<file path="src/rtl/dec_8b10b.sv">
// 8b/10b symbol decoder with running-disparity tracking, error counting and
// comma-based link synchronisation; one symbol per cycle, one cycle latency.
module dec_8b10b #(
    parameter int ERR_LIMIT = 4,
    parameter int CNT_W     = 16
) (
    input  logic             clk,
    input  logic             rst,
    input  logic [9:0]       in_data,
    input  logic             in_valid,
    output logic             in_ready,
    output logic [7:0]       out_data,
    output logic             out_k,
    output logic             out_code_err,
    output logic             out_disp_err,
    output logic             out_valid,
    input  logic             out_ready,
    output logic             rd_pos,
    output logic             sync_ok,
    output logic [CNT_W-1:0] err_cnt
);

    localparam int CW = $clog2(ERR_LIMIT + 1);

    typedef enum logic {
        ST_UNSYNC = 1'b0,
        ST_SYNC   = 1'b1
    } sync_state_e;

    function automatic logic [3:0] ones_cnt(input logic [9:0] v);
        logic [3:0] n;
        n = 4'd0;
        for (int i = 0; i < 10; i++) begin
            n = n + {3'b000, v[i]};
        end
        return n;
    endfunction

    logic [5:0]  six_s;
    logic [3:0]  four_s;
    logic [3:0]  fn_s;
    logic [4:0]  x_s;
    logic        v6_s;
    logic        k28_s;
    logic [2:0]  yd_s;
    logic        vd_s;
    logic        a7_s;
    logic [2:0]  yk_s;
    logic        vk_s;
    logic [2:0]  y_s;
    logic        is_k_s;
    logic        fmt_err_s;
    logic [3:0]  ones_s;
    logic        pos_s;
    logic        neg_s;
    logic        code_err_s;
    logic        disp_err_s;
    logic        errored_s;
    logic        comma_s;
    logic        xfer_s;

    logic              out_valid_q;
    logic [7:0]        out_data_q;
    logic              out_k_q;
    logic              out_code_err_q;
    logic              out_disp_err_q;
    logic              rd_q;
    logic              rd_d;
    sync_state_e       state_q;
    sync_state_e       state_d;
    logic [CW-1:0]     consec_q;
    logic [CW-1:0]     consec_d;
    logic [CNT_W-1:0]  err_cnt_q;
    logic [CNT_W-1:0]  err_cnt_d;

    assign six_s    = in_data[9:4];
    assign four_s   = in_data[3:0];
    // K28 in its RD+ form carries a complemented 4b sub-block
    assign fn_s     = (six_s == 6'b110000) ? ~four_s : four_s;
    assign in_ready = !out_valid_q || out_ready;
    assign xfer_s   = in_valid && in_ready;

    // 5b/6b lookup over both disparity columns
    always_comb begin
        x_s   = 5'd0;
        v6_s  = 1'b1;
        k28_s = 1'b0;
        case (six_s)
            6'b100111, 6'b011000: x_s = 5'd0;
            6'b011101, 6'b100010: x_s = 5'd1;
            6'b101101, 6'b010010: x_s = 5'd2;
            6'b110001:            x_s = 5'd3;
            6'b110101, 6'b001010: x_s = 5'd4;
            6'b101001:            x_s = 5'd5;
            6'b011001:            x_s = 5'd6;
            6'b111000, 6'b000111: x_s = 5'd7;
            6'b111001, 6'b000110: x_s = 5'd8;
            6'b100101:            x_s = 5'd9;
            6'b010101:            x_s = 5'd10;
            6'b110100:            x_s = 5'd11;
            6'b001101:            x_s = 5'd12;
            6'b101100:            x_s = 5'd13;
            6'b011100:            x_s = 5'd14;
            6'b010111, 6'b101000: x_s = 5'd15;
            6'b011011, 6'b100100: x_s = 5'd16;
            6'b100011:            x_s = 5'd17;
            6'b010011:            x_s = 5'd18;
            6'b110010:            x_s = 5'd19;
            6'b001011:            x_s = 5'd20;
            6'b101010:            x_s = 5'd21;
            6'b011010:            x_s = 5'd22;
            6'b111010, 6'b000101: x_s = 5'd23;
            6'b110011, 6'b001100: x_s = 5'd24;
            6'b100110:            x_s = 5'd25;
            6'b010110:            x_s = 5'd26;
            6'b110110, 6'b001001: x_s = 5'd27;
            6'b001110:            x_s = 5'd28;
            6'b101110, 6'b010001: x_s = 5'd29;
            6'b011110, 6'b100001: x_s = 5'd30;
            6'b101011, 6'b010100: x_s = 5'd31;
            6'b001111, 6'b110000: begin
                x_s   = 5'd28;
                k28_s = 1'b1;
            end
            default: v6_s = 1'b0;
        endcase
    end

    // 3b/4b lookup for data codes and for the normalised K28 sub-block
    always_comb begin
        yd_s = 3'd0;
        vd_s = 1'b1;
        a7_s = 1'b0;
        case (four_s)
            4'b1011, 4'b0100: yd_s = 3'd0;
            4'b1001:          yd_s = 3'd1;
            4'b0101:          yd_s = 3'd2;
            4'b1100, 4'b0011: yd_s = 3'd3;
            4'b1101, 4'b0010: yd_s = 3'd4;
            4'b1010:          yd_s = 3'd5;
            4'b0110:          yd_s = 3'd6;
            4'b1110, 4'b0001: yd_s = 3'd7;
            4'b0111, 4'b1000: begin
                yd_s = 3'd7;
                a7_s = 1'b1;
            end
            default: vd_s = 1'b0;
        endcase
        yk_s = 3'd0;
        vk_s = 1'b1;
        case (fn_s)
            4'b0100: yk_s = 3'd0;
            4'b1001: yk_s = 3'd1;
            4'b0101: yk_s = 3'd2;
            4'b0011: yk_s = 3'd3;
            4'b0010: yk_s = 3'd4;
            4'b1010: yk_s = 3'd5;
            4'b0110: yk_s = 3'd6;
            4'b1000: yk_s = 3'd7;
            default: vk_s = 1'b0;
        endcase
    end

    // Alternate-7 is data only after x=17/18/20 (0111) or x=11/13/14 (1000)
    always_comb begin
        is_k_s    = 1'b0;
        fmt_err_s = 1'b0;
        y_s       = yd_s;
        if (k28_s) begin
            is_k_s    = 1'b1;
            y_s       = yk_s;
            fmt_err_s = !vk_s;
        end else if (a7_s) begin
            case (x_s)
                5'd17, 5'd18, 5'd20: fmt_err_s = (four_s != 4'b0111);
                5'd11, 5'd13, 5'd14: fmt_err_s = (four_s != 4'b1000);
                5'd23, 5'd27, 5'd29, 5'd30: is_k_s = 1'b1;
                default: fmt_err_s = 1'b1;
            endcase
        end else begin
            fmt_err_s = !vd_s;
        end
    end

    assign ones_s     = ones_cnt(in_data);
    assign pos_s      = (ones_s == 4'd6);
    assign neg_s      = (ones_s == 4'd4);
    assign code_err_s = !v6_s || fmt_err_s || !(pos_s || neg_s || (ones_s == 4'd5));
    assign disp_err_s = !code_err_s && ((pos_s && rd_q) || (neg_s && !rd_q));
    assign errored_s  = code_err_s || disp_err_s;
    assign comma_s    = k28_s && !errored_s &&
                        ((y_s == 3'd1) || (y_s == 3'd5) || (y_s == 3'd7));

    // Running disparity, consecutive-error and total-error next state
    always_comb begin
        rd_d      = rd_q;
        consec_d  = consec_q;
        err_cnt_d = err_cnt_q;
        if (xfer_s) begin
            if (!code_err_s && pos_s) begin
                rd_d = 1'b1;
            end else if (!code_err_s && neg_s) begin
                rd_d = 1'b0;
            end else begin
                rd_d = rd_q;
            end
            if (errored_s) begin
                consec_d = (consec_q == CW'(ERR_LIMIT)) ? consec_q : consec_q + CW'(1);
                err_cnt_d = (err_cnt_q == {CNT_W{1'b1}}) ? err_cnt_q : err_cnt_q + CNT_W'(1);
            end else begin
                consec_d = '0;
            end
        end else begin
            rd_d = rd_q;
        end
    end

    // Sync FSM next state
    always_comb begin
        state_d = state_q;
        case (state_q)
            ST_UNSYNC: begin
                if (xfer_s && comma_s) begin
                    state_d = ST_SYNC;
                end else begin
                    state_d = ST_UNSYNC;
                end
            end
            ST_SYNC: begin
                if (xfer_s && errored_s && (consec_d == CW'(ERR_LIMIT))) begin
                    state_d = ST_UNSYNC;
                end else begin
                    state_d = ST_SYNC;
                end
            end
            default: state_d = ST_UNSYNC;
        endcase
    end

    // Link state registers
    always_ff @(posedge clk or negedge rst) begin
        if (!rst) begin
            rd_q      <= 1'b0;
            state_q   <= ST_UNSYNC;
            consec_q  <= '0;
            err_cnt_q <= '0;
        end else begin
            rd_q      <= rd_d;
            state_q   <= state_d;
            consec_q  <= consec_d;
            err_cnt_q <= err_cnt_d;
        end
    end

    // Output stage: load on transfer, drop valid when consumed, else hold
    always_ff @(posedge clk or negedge rst) begin
        if (!rst) begin
            out_valid_q    <= 1'b0;
            out_data_q     <= 8'h00;
            out_k_q        <= 1'b0;
            out_code_err_q <= 1'b0;
            out_disp_err_q <= 1'b0;
        end else if (xfer_s) begin
            out_valid_q    <= 1'b1;
            out_data_q     <= code_err_s ? 8'h00 : {y_s, x_s};
            out_k_q        <= is_k_s && !code_err_s;
            out_code_err_q <= code_err_s;
            out_disp_err_q <= disp_err_s;
        end else if (out_ready) begin
            out_valid_q    <= 1'b0;
        end
    end

    assign out_valid    = out_valid_q;
    assign out_data     = out_data_q;
    assign out_k        = out_k_q;
    assign out_code_err = out_code_err_q;
    assign out_disp_err = out_disp_err_q;
    assign rd_pos       = rd_q;
    assign sync_ok      = (state_q == ST_SYNC);
    assign err_cnt      = err_cnt_q;

endmodule

</file>
<file path="config.mk">
export PLATFORM = sky130hd
export DESIGN_NAME = dec_8b10b
export DESIGN_NICKNAME = d
export VERILOG_FILES = /design/src/rtl/dec_8b10b.sv
export SDC_FILE = /design/constraint.sdc
export NUM_CORES = 1
export LEC_CHECK = 0
export BUFFER_PORTS_ARGS = -buffer_cell sky130_fd_sc_hd__clkbuf_2
export CORE_MARGIN = 4
export CORE_UTILIZATION = 55
export DETAILED_ROUTE_END_ITERATION = 12
export HOLD_SLACK_MARGIN = 0.02
export PLACE_DENSITY = 0.79
export SYNTH_ARGS = -nofsm -noshare
export SYNTH_HDL_FRONTEND = slang
export SYNTH_SLANG_ARGS = --single-unit
</file>
<file path="constraint.sdc">
create_clock -name clk -period 2.23 [get_ports clk]
set_input_delay 0.3345 -clock clk [delete_from_list [all_inputs] [get_ports clk]]
set_output_delay 0.3345 -clock clk [all_outputs]
set_load 0.05 [all_outputs]
</file>
==> impl_metrics.yaml, run 1 <==
worst_setup_path:
  r2r_start: "err_cnt[7]"
  crit_path_cell_trace: "buf_6 -> fa_1 -> fa_1 -> inv_1 -> fa_1 -> inv_2 -> ha_4 -> fa_2 -> a2111oi_4 -> a21oi_2 -> nor4b_2 -> buf_4 -> o211ai_4 -> buf_12 -> nand4_1 -> xnor2_1"
  endpoint_kind: "flip-flop"
  required_ps: 2430
  timing.rr.end: "err_cnt[1]"
  slowest_delay_ps: 520
  criticalPathCategory: "input pin to flip-flop"
  crit_path_start_kind: "input pin"
  cpMaxStageDelayCell: "fa_1"
  endpoint: "err_cnt[9]"
  arrival_ps: 3930
  timing.critical_path.from: "in_data[0]"
  cp_max_fo: 7
  reg2regPathDepth: 8
  cp.depth: 16
  cp_common_cell: "fa_1"
  r2r_slack_ps: -250
  cp_top_family: "adder cells"
  crit_buf_inv: 5
sta:
  finalCritPeriodShare: 1.67
  finalHoldViolations: 0
  setup_slack_ps: -1490
  slew_violations: 0
  fin_crit_ps: 3720
  rsz0062_at_grt: "true"
  tightest_slew_ps: 850
  clock-skew-final_ps: 17.3
  fin_setup_tns_ps: -43320
  slew_headroom: 0.434
  setup_viol: 32
  fmaxAchievable_mhz: 268
clock_network:
  clkSinkCount: 33
  clkTransAtPathRegs_ps: 80
  numCtsBuffers: 5
  clock_latency_ps: 300
  max-clock-path-buffers: 2
  cts-root-buf: "clkbuf_8"
  cts_tree: "yes"
  h-tree-depth: 2
synthesis:
  syn_area_um2: 2980
  syn-mean-instance-area_um2: 8.39
  synth_top_area_cell: "dfrtp_1"
  synth_mux_area_frac: 0.0185
  yosysWarnings: 0
  synth_edf_count: 0
  synth_compound_area_frac: 0.244
  synth_cell_types: 68
  synthesis.nets: 384
  ys_seq_area_frac: 0.277
  ys_ff_latch: 33
  async_flop_share: 1.00
  synth_ff_type: "dfrtp_1"
  synth_top_family_by_area: "simple AND/OR/NAND/NOR gates"
  synth_area_leaders: "dfrtp_1 28%, xnor2_1 4.7%, fa_1 4.0%"
  synth-xor-area-share: 0.0618
  synth_top_area_frac: 0.277
  synthSimpleGateAreaFrac: 0.245
  synthAdderAreaFrac: 0.0819
  synth_cells: 355
drt:
  wl_per_cell_um: 17.3
  vias_per_cell: 6.02
  initialDrtViolationCount: 419
  routed_wl_um: 9040
  num_vias: 3146
  first_pass_iters: 5
  remaining_drc_errors: 0
  ant_nets: 0
finish:
  nets: 481
  fin_util: 0.785
  final_common_cell: "buf_4"
  fillers: 314
  finalNonFillerCells: 523
  final_cell_mix: "64 x buf_4, 42 x clkbuf_2, 33 x dfrtp_1, 31 x nor2_1, 28 x nand2_1"
  antenna_cells: 0
  layout-drive-gt1-share: 0.369
  area_growth_pct: 36.4
grt:
  grt-busiest-layer: "met2"
  grtUsageMet3: 0.0515
  grt.total_usage: 0.254
  grt_max_degree: 36
  gr-total-overflow: 0
  antenna_found_initial: 0
  use_met2: 0.417
  grt_pass1_vias: 2883
  globalRouteMet1Util: 0.343
  grt_pass1_wl_um: 13400
placement:
  gp_congestion: 0.885
  port_buffers: 44
  hpwl_um: 5770
  place_worst_setup_slack_ps: -1850
  placed_cells: 512
power:
  leakage_nw: 1.89
  power.density_nw_per_um2: 737
  ir_drop_mv: 0.670
  power_w: 0.00299
floorplanning:
  ios: 45
  die_w_um: 81.6
  die_y_um: 81.6
  floorplan.die_area_um2: 6660
  core-area_um2: 5170
  initial_utilization: 0.576
  rows: 26
run_status:
  run_status: "finished with violations"
  violations: "setup timing"
min_path:
  min_path_type: "input pin to async pin"
flow_run:
  cap_violations: 0
## power by group
group	total, W	internal (W)	switching [W]
clock network	0.000441	0.000216	0.000225
logic	0.00170	0.000673	0.00102
registers	0.000856	0.000714	0.000141
total	0.00299	0.00160	0.00139
## worst min path at each step
| stage | from | endpoint | slack, ps | cells past startpoint |
|---|---|---|---|---|
| after floorplan | rst | consec_q[0] | 40 | 0 |
| after global placement | rst | out_data[3] | 450 | 1 |
| after detailed placement | rst | out_data[3] | 470 | 1 |
| after CTS | rst | out_data[3] | 150 | 1 |
| after global routing | rst | out_data[3] | 190 | 1 |
| final | rst | err_cnt[7] | 120 | 1 |
## layout make-up
| class | count | area, um^2 | area share |
|---|---|---|---|
| Multi-Input combinational cell | 277 | 2180 | 0.538 |
| Inverter | 21 | 78.8 | 0.0194 |
| Clock buffer | 6 | 72.6 | 0.0179 |
| Timing Repair Buffer | 114 | 803 | 0.198 |
| Sequential cell | 33 | 826 | 0.203 |
| Clock inverter | 2 | 10.0 | 0.00246 |
| Tap cell | 70 | 87.6 | 0.0216 |
## sequential cells by signal, summed over array words and instances (netlist names)
signal	count
consec_q	3
out_k	1
sync_ok	1
out_valid	1
out_disp_err	1
out_code_err	1
out_data	8
rd_pos	1
err_cnt	16
## repair_timing
action | in CTS | in global routing
hold buffers | 0 | 0
setup buffers | 2 | 1
pin swaps | 4 | 4
gates cloned | 0 | 1
setup endpoints to repair | 32 | 32
gates resized for setup | 17 | 30
## cells by family after synthesis
kind of cell	after synthesis
buf+inv	45
compound gates	98
simple gates	137
flops	33
fa+ha+maj	16
xor+xnor	21
mux	5
## layer usage
metal | share of wire | wire length, um | up-vias
met5 | 0 | 0 | -
met4 | 0.027 | 246 | 0
met3 | 0.068 | 613 | 21
met2 | 0.48 | 4350 | 150
met1 | 0.42 | 3830 | 1479
li1 | - | - | 1496
## synth_stat cells (all sizes together) (4+ instances only)
| cell type | n |
|---|---|
| a21oi | 17 |
| a221oi | 4 |
| a22o | 9 |
| a311oi | 5 |
| a31oi | 7 |
| and3 | 10 |
| buf | 13 |
| clkbuf | 11 |
| dfrtp | 33 |
| fa | 6 |
| ha | 9 |
| inv | 20 |
| mux2 | 4 |
| nand2 | 34 |
| nand3 | 20 |
| nand4 | 7 |
| nor2 | 32 |
| nor3 | 9 |
| o211ai | 7 |
| o21ai | 19 |
| xnor2 | 16 |
| xor2 | 5 |
## through the flow
stage | hold WS, ps | area, um^2
after global routing | 186 | 4060
after floorplan | 38.9 | 3010
after CTS | 149 | 3860
final | 125 | 4060
after global placement | 452 | 3680
after detailed placement | 468 | 3680
(Power assumes the default switching activity.)
==> run 2, diff against run 1 <==
CTS_BUF_LIST = sky130_fd_sc_hd__clkbuf_4 sky130_fd_sc_hd__clkbuf_8   (was unset)
==> run 2 against run 1 <==
The flow still finishes with violations (setup timing); fmax down 0.67%; count of clock-buffer cells in the layout did not move; register-to-register slack improved by 140 ps; clock power rose by 5.2%; critical endpoint is now rd_pos.
==> impl_metrics.yaml, run 2 (synthesis gave the netlist of run 1 again) <==
drt:
  initialDrtViolationCount: 259
  dr_wl_met3_um: 697
  first_pass_iters: 5
  ant_nets: 0
  top_layer_used: "met4"
  vias_per_cell: 6.21
  wl_per_cell_um: 17.7
  drt-met1-wl_um: 3770
  wl_met2_um: 4380
  routed_wl_um: 9230
  remaining_drc_errors: 0
  num_vias: 3247
finish:
  final_common_cell: "buf_4"
  area_growth_pct: 36.5
  nets: 481
  design_area_um2: 4070
  largest_reg_flops: 16
  finalNonFillerCells: 523
  final_cell_mix: "64 x buf_4, 42 x clkbuf_2, 33 x dfrtp_1, 31 x nor2_1, 28 x nand2_1"
  layout-drive-gt1-share: 0.371
  fin_util: 0.786
  antenna_cells: 0
  fillers: 313
worst_setup_path:
  reg2regPathDepth: 8
  r2r_start: "err_cnt[7]"
  r2r_slack_ps: -110
  timing.critical_path.from: "in_data[0]"
  criticalPathCategory: "input pin to flip-flop"
  timing.rr.end: "err_cnt[4]"
  arrival_ps: 3950
  endpoint_kind: "flip-flop"
  required_ps: 2430
  cp_max_fo: 3
  crit_path_start_kind: "input pin"
placement:
  port_buffers: 44
  place_worst_setup_slack_ps: -1850
  placed_cells: 512
  gp_congestion: 0.885
  place_area_um2: 3680
  hpwl_um: 5770
floorplanning:
  floorplan.die_area_um2: 6660
  die_w_um: 81.6
  die_y_um: 81.6
  initial_utilization: 0.576
  core-area_um2: 5170
  rows: 26
  ios: 45
grt:
  antenna_found_initial: 0
  grt_pass1_wl_um: 13400
  grt_max_degree: 36
  grt.total_usage: 0.254
  grt_pass1_vias: 2909
  gr-total-overflow: 0
sta:
  fmaxAchievable_mhz: 267
  hold-worst-slack_ps: 116
  tightest_slew_ps: 854
  setup_slack_ps: -1520
  fin_crit_ps: 3750
  clock-skew-final_ps: 22.4
  rsz0062_at_grt: "true"
  finalHoldViolations: 0
  slew_headroom: 0.430
  setup_viol: 32
  slew_violations: 0
  finalCritPeriodShare: 1.68
run_status:
  run_status: "finished with violations"
  violations: "setup timing"
clock_network:
  cts-root-buf: "clkbuf_8"
  max-clock-path-buffers: 2
  cts_tree: "yes"
  ctsHoldBuffers: 0
  clkTransAtPathRegs_ps: 90
  clkSinkCount: 33
  clock_latency_ps: 310
  numCtsBuffers: 5
  h-tree-depth: 2
power:
  ir_drop_mv: 0.746
  power.density_nw_per_um2: 744
  leakage_nw: 1.89
flow_run:
  cap_violations: 0
min_path:
  min_path_type: "input pin to async pin"
-- run 2: cell counts in the layout (fill, tap and decap cells not counted) --
Identical to the previous run, type by type.
-- run 2: timing repair --
item,4_1_cts,5_1_grt
cloned,0,1
setup buffers,2,1
endpoints found under the setup margin,32,32
pin swaps,4,4
gates resized for setup,17,30
-- run 2: how the worst max path moves through the flow --
| stage | endpoint | slack [ps] | cells after the start |
|---|---|---|---|
| finish | rd_pos | -1520 | 15 |
| CTS | rd_pos | -1460 | 15 |
| global route | rd_pos | -1620 | 15 |
| global placement | rd_pos | -1740 | 15 |
| detailed placement | rd_pos | -1850 | 15 |
| floorplan | err_cnt[15] | -1660 | 13 |
-- run 2: layer usage --
layer	track usage	up-vias
li1	-	1499
met1	0.343	1517
met2	0.415	188
met3	0.0526	43
met4	0.0631	0
met5	0	-
-- run 2: area by class of cell --
type                       count  area (um^2)  share of cell area
sequential                    33          826               0.203
tap                           70         87.6              0.0215
clock inverter                 2         10.0             0.00246
timing repair buffer         114          803               0.198
clock buffer                   6         76.3              0.0188
inverter                      21         78.8              0.0194
multi-input combinational    277         2180               0.537
-- run 2: power by group --
group          total [W]  switching, W  leakage, nW  internal, W
registers       0.000859      0.000144        0.434     0.000714
logic            0.00170       0.00103         1.41     0.000672
clock network   0.000464      0.000235       0.0484     0.000228
-- run 2: critical path, cell delays in order --
cell and delay, ps:
buf_6 100, fa_1 490, fa_1 520, inv_1 50, fa_1 490, inv_2 50, ha_4 150, fa_2 360
a2111oi_4 220, a21oi_2 70, nor4b_2 270, buf_4 200, o21ai_1 80, nor3_1 200, mux2_1 350
-- run 2: per-stage QoR --
| step | power [W] | setup TNS, ps |
|---|---|---|
| 2_1_floorplan | 0.00186 | -47170 |
| 6_report | 0.00303 | -44650 |
| 4_1_cts | 0.00283 | -42870 |
| 3_5_place_dp | 0.00229 | -55440 |
| 3_3_place_gp | 0.00224 | -52190 |
| 5_1_grt | 0.00317 | -48470 |
==> run 3, diff against run 2 <==
PLACE_DENSITY = 0.77   (was 0.79)
==> run 3 against run 2 <==
The flow still finishes with violations (setup timing); non-clock buffer count fell by 8; global-route usage up 1.4 points; count of clock-buffer cells in the layout grew 1; first-iteration DRC count grew 42%; combinational power shrank 4%; sequential share of layout area rose by 0.61 points; sequential power about the same; wire length shrank 6.8%.
==> impl_metrics.yaml, run 3 (synthesis gave the netlist of run 1 again) <==
run_status:
  run_status: "finished with violations"
  violations: "setup timing"
clock_network:
  clock_latency_ps: 290
  cts-root-buf: "clkbuf_8"
  h-tree-depth: 2
  cts_tree: "yes"
  clkTransAtPathRegs_ps: 60
  clkSinkCount: 33
  max-clock-path-buffers: 2
  numCtsBuffers: 5
grt:
  grt_pass1_wl_um: 14100
  gr-total-overflow: 0
  antenna_found_initial: 0
  grt_pass1_vias: 2968
  grt_max_degree: 36
  grt.total_usage: 0.268
floorplanning:
  die_w_um: 81.6
  floorplan.die_area_um2: 6660
  rows: 26
  initial_utilization: 0.576
  ios: 45
  die_y_um: 81.6
  core-area_um2: 5170
finish:
  multi_input_area_um2: 2130
  nets: 473
  antenna_cells: 0
  area_growth_pct: 32.5
  final_common_cell: "buf_4"
  final_cell_mix: "56 x buf_4, 41 x clkbuf_2, 33 x dfrtp_1, 31 x nor2_1, 28 x nand2_1"
  fillers: 380
  regArea_um2: 826
  largest_reg_flops: 16
  design_area_um2: 3950
  layout-drive-gt1-share: 0.354
sta:
  clock-skew-final_ps: 3.18
  slew_headroom: 0.453
  fin_setup_tns_ps: -43280
  rsz0062_at_grt: "true"
  finalCritPeriodShare: 1.66
  fin_crit_ps: 3700
  tightest_slew_ps: 821
  slew_violations: 0
  setup_viol: 32
  setup_slack_ps: -1470
  finalHoldViolations: 0
  hold-worst-slack_ps: 134
  fmaxAchievable_mhz: 270
drt:
  remaining_drc_errors: 0
  num_vias: 3123
  drt-met1-wl_um: 3770
  first_pass_iters: 5
  dr_wl_met3_um: 499
  wl_per_cell_um: 16.7
  wl_met2_um: 4140
  vias_per_cell: 6.08
  top_layer_used: "met4"
  ant_nets: 0
  initialDrtViolationCount: 369
  routed_wl_um: 8610
min_path:
  min_path_type: "input pin to async pin"
placement:
  port_buffers: 44
  hpwl_um: 5780
  place_area_um2: 3630
  gp_congestion: 0.911
power:
  leakage_nw: 1.82
  ir_drop_mv: 0.600
  power.density_nw_per_um2: 752
worst_setup_path:
  r2r_slack_ps: 0
  required_ps: 2400
  reg2regPathDepth: 8
  crit_path_start_kind: "input pin"
  timing.rr.end: "err_cnt[1]"
  endpoint_kind: "flip-flop"
  criticalPathCategory: "input pin to flip-flop"
  arrival_ps: 3870
  cp_max_fo: 5
  r2r_start: "err_cnt[8]"
flow_run:
  cap_violations: 0
## run 3: changes by cell type in the layout (fill, tap and decap cells not counted), moves of 2 or more
| cell | before | now |
|---|---|---|
| buf_4 | 64 | 56 |
| buf_6 | 6 | 8 |
| clkinv_2 | 2 | 0 |
| nand3_2 | 1 | 5 |
| nand3_4 | 9 | 5 |
| xnor2_1 | 7 | 9 |
| xnor2_2 | 9 | 7 |
## run 3: how the worst max path moves through the flow
stage / from / end / cells after the start
after global placement: in_data[0] / rd_pos / 15
after CTS: in_data[0] / rd_pos / 15
after floorplan: in_data[0] / err_cnt[15] / 13
final: in_data[0] / err_cnt[15] / 15
after detailed placement: in_data[0] / rd_pos / 15
after global routing: in_data[0] / rd_pos / 15
## run 3: what timing repair did
action | 4_1_cts | 5_1_grt
setup buffers | 2 | 0
cloned | 1 | 0
endpoints found under the setup margin | 32 | 32
resized for setup | 24 | 19
pin swaps | 5 | 6
hold buffers | 0 | 0
## run 3: critical path: stages
cell and delay (ps):
buf_6 100, fa_1 490, fa_1 510, inv_1 50
fa_1 470, inv_1 40, ha_2 170, fa_2 370
a2111oi_4 240, a21oi_2 80, nor4b_2 270, buf_4 170
o211ai_4 120, nand4_1 150, mux2_4 300
## run 3: layer usage
metal | global-route usage | vias up
li1 | - | 1478
met1 | 0.371 | 1487
met2 | 0.429 | 129
met3 | 0.0482 | 29
met4 | 0.0764 | 0
met5 | 0 | -
## run 3: final cells by class
| type | count | share of cell area |
|---|---|---|
| clock buffer | 7 | 0.0228 |
| inverter | 21 | 0.0200 |
| multi-input combinational | 277 | 0.541 |
| sequential | 33 | 0.209 |
| tap | 70 | 0.0222 |
| timing repair buffer | 106 | 0.185 |
## run 3: power breakdown
group / switching [W] / internal, W
Combinational: 0.00100 / 0.000640
Clock: 0.000210 / 0.000257
Sequential: 0.000142 / 0.000715
## run 3: metrics by stage
stage | util | total power [W] | cells | worst slack, ps
after detailed placement | 0.702 | 0.00229 | 505 | -1880
after CTS | 0.749 | 0.00288 | 515 | -1460
after floorplan | - | 0.00186 | 355 | -1660
after global placement | 0.702 | 0.00224 | 505 | -1700
after global routing | 0.763 | 0.00313 | 514 | -1620
final | 0.763 | 0.00297 | 514 | -1470
